--- src/rtl/mem_port_arbiter_pkg.sv ---
// Shared encodings and default sizes for the unified memory port arbiter.
package mem_port_arbiter_pkg;

  // Default memory geometry, shared with the datapath.
  localparam int unsigned DefaultAw = 10;
  localparam int unsigned DefaultDw = 32;

  // Bit positions inside the one-hot grant vector.
  localparam int unsigned GntLd = 0;
  localparam int unsigned GntD  = 1;
  localparam int unsigned GntF  = 2;

  typedef enum logic [1:0] {
    OWN_NONE = 2'd0,
    OWN_LD   = 2'd1,
    OWN_D    = 2'd2,
    OWN_F    = 2'd3
  } owner_e;

  typedef enum logic {
    ST_IDLE    = 1'b0,
    ST_RD_WAIT = 1'b1
  } state_e;

endpackage

--- src/rtl/arb_prio_sel.sv ---
// Combinational winner selection: loader first, then data, then fetch, except
// that a starved fetch overtakes data. The loader is never overtaken.
module arb_prio_sel
  import mem_port_arbiter_pkg::*;
(
  input  logic       ld_req_i,
  input  logic       d_req_i,
  input  logic       f_req_i,
  input  logic       starve_hit_i,
  output logic [2:0] gnt_oh_o
);

  // Fixed priority with the starvation override between data and fetch.
  always_comb begin
    gnt_oh_o = '0;
    if (ld_req_i) begin
      gnt_oh_o[GntLd] = 1'b1;
    end else if (d_req_i && !(starve_hit_i && f_req_i)) begin
      gnt_oh_o[GntD] = 1'b1;
    end else if (f_req_i) begin
      gnt_oh_o[GntF] = 1'b1;
    end
  end

endmodule

--- src/rtl/mem_port_arbiter.sv ---
// Single-port memory arbiter for the multicycle core: loader writes, datapath
// loads/stores and instruction fetches share one port. Writes complete in the
// issue cycle; reads hold the port until their data returns MEM_LAT cycles later.
module mem_port_arbiter
  import mem_port_arbiter_pkg::*;
#(
  parameter int unsigned AW         = DefaultAw,
  parameter int unsigned DW         = DefaultDw,
  parameter int unsigned MEM_LAT    = 1,
  parameter int unsigned STARVE_MAX = 4
) (
  input  logic          clk_i,
  input  logic          rst_ni,
  input  logic          ld_req_i,
  input  logic [AW-1:0] ld_addr_i,
  input  logic [DW-1:0] ld_wdata_i,
  output logic          ld_gnt_o,
  input  logic          d_req_i,
  input  logic          d_we_i,
  input  logic [AW-1:0] d_addr_i,
  input  logic [DW-1:0] d_wdata_i,
  output logic          d_gnt_o,
  output logic          d_rvalid_o,
  output logic [DW-1:0] d_rdata_o,
  input  logic          f_req_i,
  input  logic [AW-1:0] f_addr_i,
  output logic          f_gnt_o,
  output logic          f_rvalid_o,
  output logic [DW-1:0] f_rdata_o,
  output logic          mem_en_o,
  output logic          mem_we_o,
  output logic [AW-1:0] mem_addr_o,
  output logic [DW-1:0] mem_wdata_o,
  input  logic [DW-1:0] mem_rdata_i,
  output logic          busy_o
);

  localparam int unsigned ScW = $clog2(STARVE_MAX + 1);
  localparam int unsigned LcW = 3;

  state_e         state_q, state_d;
  logic [LcW-1:0] lat_cnt_q, lat_cnt_d;
  logic [ScW-1:0] starve_cnt_q, starve_cnt_d;
  owner_e         owner_q, owner_d;
  logic [DW-1:0]  d_rdata_q, d_rdata_d;
  logic [DW-1:0]  f_rdata_q, f_rdata_d;

  logic [2:0] gnt_oh;
  logic [2:0] gnt_idle;
  logic       starve_hit;
  logic       issue_rd;
  logic       rd_done;

  assign starve_hit = (starve_cnt_q == ScW'(STARVE_MAX));
  assign gnt_idle   = (state_q == ST_IDLE) ? gnt_oh : 3'b000;
  assign issue_rd   = gnt_idle[GntF] || (gnt_idle[GntD] && !d_we_i);
  assign rd_done    = (state_q == ST_RD_WAIT) && (lat_cnt_q == LcW'(MEM_LAT));

  arb_prio_sel u_prio_sel (
    .ld_req_i     (ld_req_i),
    .d_req_i      (d_req_i),
    .f_req_i      (f_req_i),
    .starve_hit_i (starve_hit),
    .gnt_oh_o     (gnt_oh)
  );

  // State register.
  always_ff @(posedge clk_i or negedge rst_ni) begin
    if (!rst_ni) begin
      state_q <= ST_IDLE;
    end else begin
      state_q <= state_d;
    end
  end

  // Next state: only reads occupy the port beyond the issue cycle.
  always_comb begin
    state_d = state_q;
    unique case (state_q)
      ST_IDLE:    if (issue_rd) state_d = ST_RD_WAIT;
      ST_RD_WAIT: if (rd_done)  state_d = ST_IDLE;
      default:    state_d = ST_IDLE;
    endcase
  end

  // Latency counter, read owner, starvation counter and held read data.
  always_ff @(posedge clk_i or negedge rst_ni) begin
    if (!rst_ni) begin
      lat_cnt_q    <= '0;
      starve_cnt_q <= '0;
      owner_q      <= OWN_NONE;
      d_rdata_q    <= '0;
      f_rdata_q    <= '0;
    end else begin
      lat_cnt_q    <= lat_cnt_d;
      starve_cnt_q <= starve_cnt_d;
      owner_q      <= owner_d;
      d_rdata_q    <= d_rdata_d;
      f_rdata_q    <= f_rdata_d;
    end
  end

  // Next values for counters and owner.
  always_comb begin
    lat_cnt_d    = lat_cnt_q;
    owner_d      = owner_q;
    starve_cnt_d = starve_cnt_q;
    if (state_q == ST_IDLE) begin
      if (issue_rd) begin
        lat_cnt_d = LcW'(1);
        owner_d   = gnt_idle[GntF] ? OWN_F : OWN_D;
      end
    end else if (rd_done) begin
      lat_cnt_d = '0;
      owner_d   = OWN_NONE;
    end else begin
      lat_cnt_d = lat_cnt_q + LcW'(1);
    end
    if (gnt_idle[GntF]) begin
      starve_cnt_d = '0;
    end else if (gnt_idle[GntD] && f_req_i && !starve_hit) begin
      starve_cnt_d = starve_cnt_q + ScW'(1);
    end
    d_rdata_d = d_rdata_o;
    f_rdata_d = f_rdata_o;
  end

  // Outputs: grants and memory strobe only in IDLE; read data passes through on rvalid.
  always_comb begin
    ld_gnt_o    = gnt_idle[GntLd];
    d_gnt_o     = gnt_idle[GntD];
    f_gnt_o     = gnt_idle[GntF];
    mem_en_o    = |gnt_idle;
    mem_we_o    = gnt_idle[GntLd] || (gnt_idle[GntD] && d_we_i);
    mem_addr_o  = '0;
    mem_wdata_o = '0;
    if (gnt_idle[GntLd]) begin
      mem_addr_o  = ld_addr_i;
      mem_wdata_o = ld_wdata_i;
    end else if (gnt_idle[GntD]) begin
      mem_addr_o  = d_addr_i;
      mem_wdata_o = d_wdata_i;
    end else if (gnt_idle[GntF]) begin
      mem_addr_o  = f_addr_i;
    end
    d_rvalid_o = rd_done && (owner_q == OWN_D);
    f_rvalid_o = rd_done && (owner_q == OWN_F);
    d_rdata_o  = d_rvalid_o ? mem_rdata_i : d_rdata_q;
    f_rdata_o  = f_rvalid_o ? mem_rdata_i : f_rdata_q;
    busy_o     = (state_q == ST_RD_WAIT);
  end

endmodule

--- config.mk ---
export PLATFORM = sky130hd
export DESIGN_NAME = mem_port_arbiter
export DESIGN_NICKNAME = d
export VERILOG_FILES = /design/src/rtl/mem_port_arbiter_pkg.sv /design/src/rtl/arb_prio_sel.sv /design/src/rtl/mem_port_arbiter.sv
export SDC_FILE = /design/constraint.sdc
export NUM_CORES = 1
export LEC_CHECK = 0
export CAP_MARGIN = 20
export CELL_PAD_IN_SITES_DETAIL_PLACEMENT = 0
export CELL_PAD_IN_SITES_GLOBAL_PLACEMENT = 1
export CORE_UTILIZATION = 25
export DETAILED_ROUTE_END_ITERATION = 10
export PLACE_DENSITY_LB_ADDON = 0.1
export SYNTH_ARGS = -nofsm -noshare
export SYNTH_HDL_FRONTEND = slang
export SYNTH_SLANG_ARGS = --single-unit
--- constraint.sdc ---
create_clock -name clk_i -period 2.6 [get_ports clk_i]
set_input_delay 0.52 -clock clk_i [delete_from_list [all_inputs] [get_ports clk_i]]
set_output_delay 0.52 -clock clk_i [all_outputs]
set_load 0.01 [all_outputs]
# Word level (Yosys, flattened, before mapping)
# Index checks and enable logic that the tools add are counted.
dict set report classes {
  mux 25
  addsub 2
  bitwise_logic 1
  n_eq_ne 5
  n_reduce_logical 18
}
# op n
set ops {}
lappend ops {{32-bit two-way mux} 4}
lappend ops {{10-bit two-way mux} 3}
lappend ops {{3-bit two-way mux} 6}
lappend ops {{1-bit logical AND} 9}
lappend ops {{2-bit two-way mux} 4}
lappend ops {{1-bit two-way mux} 7}
lappend ops {{3-bit by 1-bit adder with 3-bit output, second input constant} 2}
lappend ops {{2-bit equality test, second input constant} 2}
lappend ops {{2-bit nonzero test} 2}
lappend ops {{3-bit by 1-bit equality test with 1-bit output, second input constant} 1}
lappend ops {{3-bit equality test, second input constant} 1}
lappend ops {{1-bit logical NOT} 3}
lappend ops {{3-bit OR reduction} 1}
lappend ops {{1-bit logical OR} 2}
lappend ops {{2-bit by 1-bit inequality test with 1-bit output, second input constant} 1}
lappend ops {{1-bit one-hot mux with 2 select lines} 1}
lappend ops {{2-bit AND reduction} 1}
lappend ops {{1-bit NOT} 1}
dict set report word_totals {
  regBits 73
  output_inout_bits 114
}

# Longest topological paths before layout
dict set report logic_depth {
  ltp_word 11
  mapped_depth 7
  mapped_depth_nobuf 5
}

# Hierarchy
# A second synthesis with hierarchy kept.
dict set report hier_totals {
  hier_cells 274
  area_unflattened_um2 3656.0
}
# mod instances area_per_inst_um2 cells_per_inst
set by_module_without_submodules {}
lappend by_module_without_submodules {mem_port_arbiter 1 3618.5 269}
lappend by_module_without_submodules {arb_prio_sel 1 37.5 5}

# Least setup slack after synthesis
# OpenSTA, ideal clock, no wires.
dict set report synth_path {
  path_kind {register to output}
  from {reg lat_cnt_q[1]}
  to {out d_rdata_o[22]}
  arrival_ns 1.622
  required_ns 2.080
  path_stages_with_launch 7
  slack_ns 0.458
  cell_sequence {dfrtp_1 > inv_1 > ha_1 > nand3b_4 > nor3b_4 > buf_6 > mux2_2}
}
dict set report synth_via {
  elab_chain_cells 4
}
# item line
set synth_lines {}
lappend synth_lines {{from (decl)} mem_port_arbiter.sv:42} ;# logic [LcW-1:0] lat_cnt_q, lat_cnt_d;
lappend synth_lines {{from (signal assigned)} mem_port_arbiter.sv:95} ;# lat_cnt_q <= lat_cnt_d;
lappend synth_lines {{3-bit by 1-bit equality test with 1-bit output} mem_port_arbiter.sv:57} ;# assign rd_done = (state_q == ST_RD_WAIT) && (lat_cnt_q == LcW'(MEM_LAT));
lappend synth_lines {{1-bit logical AND} mem_port_arbiter.sv:57}
lappend synth_lines {{1-bit logical AND} mem_port_arbiter.sv:146} ;# d_rvalid_o = rd_done && (owner_q == OWN_D);
lappend synth_lines {{net d_rvalid_o} mem_port_arbiter.sv:23} ;# output logic d_rvalid_o,
lappend synth_lines {{32-bit two-way mux} mem_port_arbiter.sv:148} ;# d_rdata_o = d_rvalid_o ? mem_rdata_i : d_rdata_q;
lappend synth_lines {{to (decl)} mem_port_arbiter.sv:24} ;# output logic [DW-1:0] d_rdata_o,
# The timed path passes the listed nets, and every way through them passes these cells.

# Final worst setup path
dict set report layout_path {
  from {reg lat_cnt_q[1]}
  to {out f_rdata_o[6]}
}
dict set report layout_via {
  elab_chain_cells 4
}
# item line
set layout_lines {}
lappend layout_lines {{3-bit by 1-bit equality test with 1-bit output} mem_port_arbiter.sv:57}
lappend layout_lines {{1-bit logical AND} mem_port_arbiter.sv:57}
lappend layout_lines {{1-bit logical AND} mem_port_arbiter.sv:147} ;# f_rvalid_o = rd_done && (owner_q == OWN_F);
lappend layout_lines {{32-bit two-way mux} mem_port_arbiter.sv:149} ;# f_rdata_o = f_rvalid_o ? mem_rdata_i : f_rdata_q;
lappend layout_lines {{to (decl)} mem_port_arbiter.sv:29} ;# output logic [DW-1:0] f_rdata_o,
# Every way passes these cells.

==> metrics.csv <==
stage,metric,value,unit
global_routing,antenna_found_initial,0,
route,vias_per_cell,4.503,
pwr,seqPwrFrac,25.4,%
route,drt-total-wl,13010,µm
yosys,yosys.area.top_type_share,53.23,%
sta,final.setup.worst_slack,-0.1157,ns
pwr,cellLeakagePower,3.294,nW
floorplan,dieWidth,119.2,µm
yosys,synth.distinct_cells,32,
min_path,hp-class,primary input to async pin,
route,route.vias.total,3283,
clocking,htreeDepth,3,
global_routing,grt_pass1_vias,3346,
layout,fin_nets,685,
critical_path,start_kind,flop,
layout,fin_cells,729,
sta,final_max_slew_viol_count,0,
sta,final_hold_viol_count,0,
critical_path,timing.critical_path.cells,"inv_2, ha_4, buf_6, nor2b_4, nand4_1, buf_6, clkbuf_16, buf_6, mux2_4, buf_6",
clocking,worst_setup_hold_path_clk_slew,0.06,ns
layout,final_design_area_no_fill,0.007078,mm²
global_routing,largest_net_degree_at_the_start_of_global_routing,74,
critical_path,critPathMaxFanout,7,
yosys,synth_top_family_by_area,multiplexers,
pwr,sw_frac_of_total,31.76,%
yosys,synth_edf_count,0,
pwr,power_frac_clock,16.5,%
yosys,synth.area.mux_share,21.33,%
yosys,synth_area_per_cell,13.41,µm²
placement,buffer_ports.inserted,245,
global_routing,globalRoute.totalOverflow,0,
critical_path,arrival,2.20,ns
yosys,synth_area_in_compound_gates,13.49,%
critical_path,timing.critical_path.required,2.08,ns
floorplan,floorplan.die.height,119.2,µm
pwr,switching_component_of_the_power,2.376,mW
critical_path,slowest_delay,0.39,ns
run,cap_viol_max_count,0,
yosys,syn_inst,256,
pwr,max-vdd-ir-drop,0.7717,mV
critical_path,cpMostUsedCell,buf_6,
pwr,internal_power,5.107,mW
floorplan,placeableCoreArea,0.01330,mm²
clocking,cts-buffers-inserted,9,
yosys,syn-num-nets,392,
global_routing,grt_util_all_layers,17.70,%
layout,area_delta_synth_final,106.2,%
pwr,post_layout_power,7.484,mW
global_routing,grt_pass1_wl,19110,µm
yosys,synth.ff_latch_count,73,
yosys,yosys-top-cells-count,"dfrtp_1 (73), mux2_2 (64), a22o_1 (34)",
sta,max_freq,368.2,MHz
route,route.antenna.remaining_nets,0,
yosys,synth_ff_type,dfrtp_1,
yosys,synth-warning-count,0,
sta,final_number_of_setup_violating_endpoints,29,
floorplan,boundaryPins,246,
critical_path,critPathCaptureType,output port,
layout,post_route_cells_drive_above_1_share,39.42,%
sta,final.min_clock_period,2.716,ns
placement,place_ws,-0.4464,ns
yosys,synth.area.top_cells,"dfrtp_1 (53%), mux2_2 (21%), a22o_1 (8.7%)",
route,dr.first_iter.drc_count,94,
floorplan,starting_density_of_the_core,25.81,%
yosys,synth_area,0.003432,mm²
floorplan,num_rows,42,
yosys,post_synth_xor_area_fraction,0,%
sta,clock-skew-final,0.009354,ns
yosys,yosys.area_share.simple,6.744,%
placement,place_hpwl,8706,µm
route,drt_first_pass_iters,4,
pwr,power_density,1057,mW/mm²
clocking,clkSinkCount,73,
placement,place_congestion,0.7754,
floorplan,dieArea,0.01420,mm²
sta,worst_tran_pin_value,0.9262,ns
critical_path,master_of_the_slowest_instance_on_the_critical_path,dfrtp_1,
sta,worst_slew_margin_rel,38.25,%
clocking,ctsLongestPathBuffers,2,
clocking,clock_tree_from_tritoncts,done,
clocking,clock_root_buffer,clkbuf_16,
status,outcome,finished with violations,
placement,placed_cell_area,0.006235,mm²
layout,insertedDiodeCount,0,
route,avgRoutedWirePerCell,17.85,µm
status,violated_checks,negative setup slack,
route,drcViolationCount,0,
pwr,p_comb_share,58.1,%
yosys,synth-async-reset-ratio,100.0,%
yosys,synth-adder-area-share,1.458,%
yosys,seq_area_frac_synth,53.23,%
sta,unrepaired_setup_endpoints_after_global_routing,yes,
placement,dp_cells,681,
sta,finalCritPeriodShare,104.5,%
sta,final_hold_slack,0.3212,ns
critical_path,criticalPathCategory,flop to output port,
clocking,worst_skew_pair.late_latency,0.33,ns
yosys,post-synth-top-count-cell,dfrtp_1,
yosys,synthDominantAreaCellType,dfrtp_1,
area by class of cell:
type	count	area, µm²
inverter	5	18.77
fill	1181	6217
multi-input combinational	160	1710
clock inverter	4	52.55
clock buffer	11	242.7
timing repair buffer	300	3005
sequential	73	1828
tap	176	220.2
metrics by stage:
stage	TNS [ns]	utilization (%)
6_report	-1.251	53.24
2_1_floorplan	0	-
5_1_grt	-5.452	53.24
3_5_place_dp	-14.37	46.89
3_3_place_gp	-13.83	46.89
4_1_cts	-3.295	52.19
cells in the final DEF, fill, tap and decap left out, drive strengths merged, types with 2 or more instances in the layout:
cell type / n
nor2: 6
nand2: 8
dlygate4sd2: 24
ha: 4
inv: 6
o21ai: 2
clkdlybuf4s15: 24
and2: 10
clkdlybuf4s50: 129
a22o: 34
nor2b: 3
o2bb2ai: 2
nand3: 2
nand2b: 2
dfrtp: 73
a221o: 10
clkbuf: 19
clkinv: 2
mux2: 65
buf: 115
flip-flops by register name, summed over array words and instances (netlist names):
| register | flops |
|---|---|
| d_rdata_q | 32 |
| f_rdata_q | 32 |
| starve_cnt_q | 3 |
| owner_q | 2 |
| lat_cnt_q | 3 |
| busy_o | 1 |
worst max-delay path: cells and delay by family (launching register included):
kind                       cells  cell delay (ns)
muxes                          1             0.30
adders and majority gates      1             0.15
and+or+nand+nor                2             0.25
buffers and inverters          6             0.76
DFF                            1             0.39
path summary, 6_finish.rpt:
| path | start | to | slack, ns | cells past startpoint |
|---|---|---|---|---|
| min reg2reg | f_rdata_q[22] | f_rdata_q[22] | 0.49 | 1 |
| max | lat_cnt_q[1] | f_rdata_o[6] | -0.12 | 10 |
| min | rst_ni | d_rdata_q[10] | 0.32 | 1 |
| min in group clk_i | f_rdata_q[22] | f_rdata_q[22] | 0.49 | 1 |
| max reg2reg | lat_cnt_q[1] | f_rdata_q[4] | 0.62 | 10 |
| max in group asynchronous | rst_ni | busy_o | 1.62 | 1 |
power by group through the flow:
stage | clock [mW] | combinational [mW] | sequential, mW
5_1_grt | 1.32 | 4.64 | 1.96
3_3_place_gp | 0 | 3.79 | 1.88
2_1_floorplan | 0 | 1.70 | 1.85
3_5_place_dp | 0 | 3.80 | 1.90
6_report | 1.23 | 4.35 | 1.90
4_1_cts | 1.27 | 4.17 | 1.90
routing by layer:
layer  up-vias  track usage (%)  routed length [µm]
li1       1535                -                   -
met1      1577            20.46                5182
met2       157            30.34                6483
met3        14            6.418                1186
met4         0            5.459                 161
met5         -                0                   0
what timing repair did:
action,4_1_cts,5_1_grt
pin swaps,4,2
endpoints found under the hold margin,0,0
buffers inserted,18,9
gates cloned,6,2
hold buffers,0,0
gates resized for setup,396,68
setup endpoints to repair,112,89
cell families after synthesis:
kind of cell,count (synthesis)
AO/OA/AOI/OAI,53
AND/OR/NAND/NOR,38
flip-flops,73
multiplexers,65
buffers and inverters,23
adder cells (fa/ha/maj),4
No activity file was read; power rests on OpenSTA's default activity.
==> edit 1: new RTL, same settings <==
Encoding of `owner_e`: now one-hot (4 bits for 4 values).
--- a/src/rtl/mem_port_arbiter_pkg.sv
+++ b/src/rtl/mem_port_arbiter_pkg.sv
@@ -10,11 +10,11 @@
   localparam int unsigned GntD  = 1;
   localparam int unsigned GntF  = 2;
 
-  typedef enum logic [1:0] {
-    OWN_NONE = 2'd0,
-    OWN_LD   = 2'd1,
-    OWN_D    = 2'd2,
-    OWN_F    = 2'd3
+  typedef enum logic [3:0] {
+    OWN_NONE = 4'b0001,
+    OWN_LD   = 4'b0010,
+    OWN_D    = 4'b0100,
+    OWN_F    = 4'b1000
   } owner_e;
 
   typedef enum logic {
Formal check against the unedited RTL: same outputs for any inputs over 10 cycles, from zero or initial values and one cycle with rst_ni low; not proved beyond that.
==> edit 1 against the unedited design <==
Wire length down 3.4%; synthesized area up 7.1%; cell count up 4.5%; die area up 7.0%; cell area up 4.8%; the run still ends with setup timing left; sequential cell count up 1; worst setup slack worse by 0.22 ns; power up 5.7%.
==> edit 1: results (changes against the unedited design) <==
Final instance area -> 7420 sq um (was 7080 sq um)
Clock network share of area -> 4.94% (was 4.17%)
Slack of the critical path -> -0.339 ns (was -0.116 ns)
Failing checks -> setup timing (unchanged)
Dpl ws -> -0.481 ns (was -0.446 ns)
FFs & Latches -> 74 (was 73)
Tap Cells -> 180 (was 176)
P_leak -> 0.00365 uW (was 0.00329 uW)
Sequential group share of total power -> 24.5% (was 25.4%)
Pint -> 5560 uW (was 5110 uW)
Crit path max-delay family -> simple AND/OR/NAND/NOR gates (was buffers and inverters)
Fraction of power spent switching nets -> 29.7% (was 31.8%)
DR iter-0 viols -> 144 (was 94)
Crit path to -> f_rdata_o[25] (was f_rdata_o[6])
Post-DP HPWL -> 9.07 mm (was 8.71 mm)
# setup viols final -> 66 (was 29)
GRT met2 Usage -> 29.1% (was 30.3%)
Crit path DAT -> 2.42 ns (was 2.20 ns)
Global Route met3 Usage -> 5.49% (was 6.42%)
Largest net degree at the start of global routing -> 51 (was 74)
Clk pwr -> 1500 uW (was 1230 uW)
Dpl cells -> 702 (was 681)
Fraction of area in multi-input gates -> 23.2% (was 24.2%)
Met3 wire len -> 1.01 mm (was 1.19 mm)
Seq/total area -> 25.0% (was 25.8%)
R2r setup slk -> 0.30 ns (was 0.62 ns)
Vias per inst -> 4.43 (was 4.50)
Clk_skew -> 0.00613 ns (was 0.00935 ns)
Slowest CP cell -> or4b_4 (was dfrtp_1)
Met1 Wirelength -> 4.86 mm (was 5.18 mm)
Inverters -> 9 (was 5)
RR Endpoint -> d_rdata_q[21] (was f_rdata_q[4])
Yosys cell types -> 34 (was 32)
Sequential share of the synthesized area -> 50.4% (was 53.2%)
Peak VDD IR -> 346 uV (was 772 uV)
DRT Wirelength -> 12.6 mm (was 13.0 mm)
Commonest cells in the netlist -> dfrtp_1, mux2_4, a22o_1 (was dfrtp_1, mux2_2, a22o_1)
Routability congestion estimate -> 0.754 (was 0.775)
Bufs w/o clock -> 314 (was 300)
WL met2 -> 6.56 mm (was 6.48 mm)
Min Hold Slack -> 0.224 ns (was 0.321 ns)
Leading post-synthesis cells by cell area -> dfrtp_1, mux2_4, a22o_1 (was dfrtp_1, mux2_2, a22o_1)
Setup TNS -> -18.72 ns (was -1.25 ns)
Number of global-route vias before repair -> 3,420 (was 3,346)
Delay of the slowest critical-path stage -> 0.56 ns (was 0.39 ns)
DR WL/cell -> 16.5 microns (was 17.9 microns)
Status -> complete, but fails checks (unchanged)
Mapped Nets -> 406 (was 392)
## edit 1: changes by cell type after synthesis, sizes merged, moves of 4 or more
cell / change
nand2: +17
a221o: -10
a22oi: +10
and2: -10
buf: -7
clkbuf: +7
inv: +4
## edit 1: repair_timing
| item | 4_1_cts | 5_1_grt |
|---|---|---|
| setup buffers | 34 | 7 |
| gates cloned | 5 | 0 |
| endpoints found under the setup margin | 113 | 85 |
| endpoints found under the hold margin | 0 | 0 |
| pin swaps | 4 | 4 |
| resized for setup | 445 | 13 |
## edit 1: cells by family (layout without fill, tap and decap cells)
kind of cell | after synthesis | after routing | synth area share [%]
mux | 64 | 64 | 25.5
compound gates | 58 | 58 | 12.6
simple gates | 43 | 43 | 5.85
flops | 74 | 74 | 50.4
fa+ha+maj | 4 | 4 | 1.36
buf+inv | 27 | 339 | 4.25
==> edit 2: new RTL, same settings <==
Without the edit above. `DefaultDw`: 32 -> 48.
--- a/src/rtl/mem_port_arbiter_pkg.sv
+++ b/src/rtl/mem_port_arbiter_pkg.sv
@@ -3,7 +3,7 @@
 
   // Default memory geometry, shared with the datapath.
   localparam int unsigned DefaultAw = 10;
-  localparam int unsigned DefaultDw = 32;
+  localparam int unsigned DefaultDw = 48;
 
   // Bit positions inside the one-hot grant vector.
   localparam int unsigned GntLd = 0;
Ports: changed (6 resized); port bits go from 246 to 342. No check against the original RTL was run, so the function may have changed too.
==> edit 2 against the unedited design <==
The run still ends with setup timing left; worst setup slack worse by 0.012 ns; critical path type unchanged; first-iteration DRC count is 50% higher; power is 37% higher; wire length is 59% higher; utilization is 1.4 points lower; die area is 39% higher; via count is 42% higher; highest routed layer unchanged; global-route usage is 2.9 points higher; cell area is 38% higher; synthesized area is 40% higher; sequential cell count is 32 higher; count of clock-buffer cells in the layout is 2 lower.
==> edit 2: results (changes against the unedited design) <==
Total Nets Final -> 940 (was 685)
Routability congestion estimate -> 0.870 (was 0.775)
Sequential share of the synthesized area -> 54.9% (was 53.2%)
Met3 wire len -> 2.04 mm (was 1.19 mm)
Largest net degree at the start of global routing -> 59 (was 74)
Setup Buffers After CTS -> 37 (was 18)
# setup viols final -> 56 (was 29)
Bufs w/o clock -> 426 (was 300)
Port bufs -> 341 (was 245)
First-pass iteration count of the detailed router -> 6 (was 4)
Met1 Wirelength -> 7.65 mm (was 5.18 mm)
Relative slew slack -> 63.5% (was 38.3%)
Post-DP HPWL -> 14.4 mm (was 8.71 mm)
Layout fillers -> 1,665 (was 1,181)
Setup TNS -> -2.97 ns (was -1.25 ns)
Clk_skew -> 0.00809 ns (was 0.00935 ns)
Number of global-route vias before repair -> 4,974 (was 3,346)
# clk buffers -> 9 (was 11)
Signal buf overhead -> 43.5% (was 42.5%)
Share of layout cells above drive strength 1 -> 45.3% (was 39.4%)
Mapped Nets -> 528 (was 392)
DR WL/cell -> 20.8 microns (was 17.9 microns)
Failing checks -> setup timing (unchanged)
Largest regs -> d_rdata_q (48), f_rdata_q (48) (was d_rdata_q (32), f_rdata_q (32))
Commonest cells in the netlist -> dfrtp_1, mux2_2, a22o_1 (unchanged)
Leading post-synthesis cells by cell area -> dfrtp_1, mux2_2, a22o_1 (unchanged)
GRT Util Overall -> 20.6% (was 17.7%)
WL met2 -> 10.4 mm (was 6.48 mm)
Dpl cells -> 919 (was 681)
Mapped Avg Cell Area -> 13.9 sq um (was 13.4 sq um)
DR iter-0 viols -> 141 (was 94)
Peak VDD IR -> 558 uV (was 772 uV)
Number of diodes -> 1 (was 0)
Slack of the critical path -> -0.128 ns (was -0.116 ns)
GRT met2 Usage -> 36.1% (was 30.3%)
Tap Cells -> 234 (was 176)
FFs & Latches -> 105 (was 73)
Status -> complete, but fails checks (unchanged)
Reg area -> 2630 sq um (was 1830 sq um)
Global-route wire length before repair -> 30.2 mm (was 19.1 mm)
Dpl cell area -> 8650 sq um (was 6230 sq um)
Dpl ws -> -0.368 ns (was -0.446 ns)
## edit 2: cells by family after synthesis
kind of cell | Yosys count | synth area share [%]
AOI/OAI and AO/OA | 69 | 12.6
adders and majority gates | 4 | 1.04
DFF | 105 | 54.9
buffers and inverters | 31 | 3.79
muxes | 97 | 22.8
and+or+nand+nor | 38 | 4.91
## edit 2: path summary, 6_finish.rpt
kind	from	endpoint	slack (ns)	depth (start not counted)
max	lat_cnt_q[1]	d_rdata_o[31]	-0.13	10
min	rst_ni	f_rdata_q[44]	0.08	1
max reg2reg	lat_cnt_q[1]	d_rdata_q[31]	0.63	10
min reg2reg	f_rdata_q[24]	f_rdata_q[24]	0.49	1
max in group asynchronous	rst_ni	f_rdata_q[3]	1.87	2
min in group clk_i	f_rdata_q[24]	f_rdata_q[24]	0.49	1
## edit 2: power by group
part / leakage [uW] / internal, uW / total (uW) / switching, uW
logic: 0.00322 / 3640 / 6130 / 2490
registers: 0.00124 / 2460 / 2720 / 266
clock network: 0.000140 / 755 / 1400 / 640
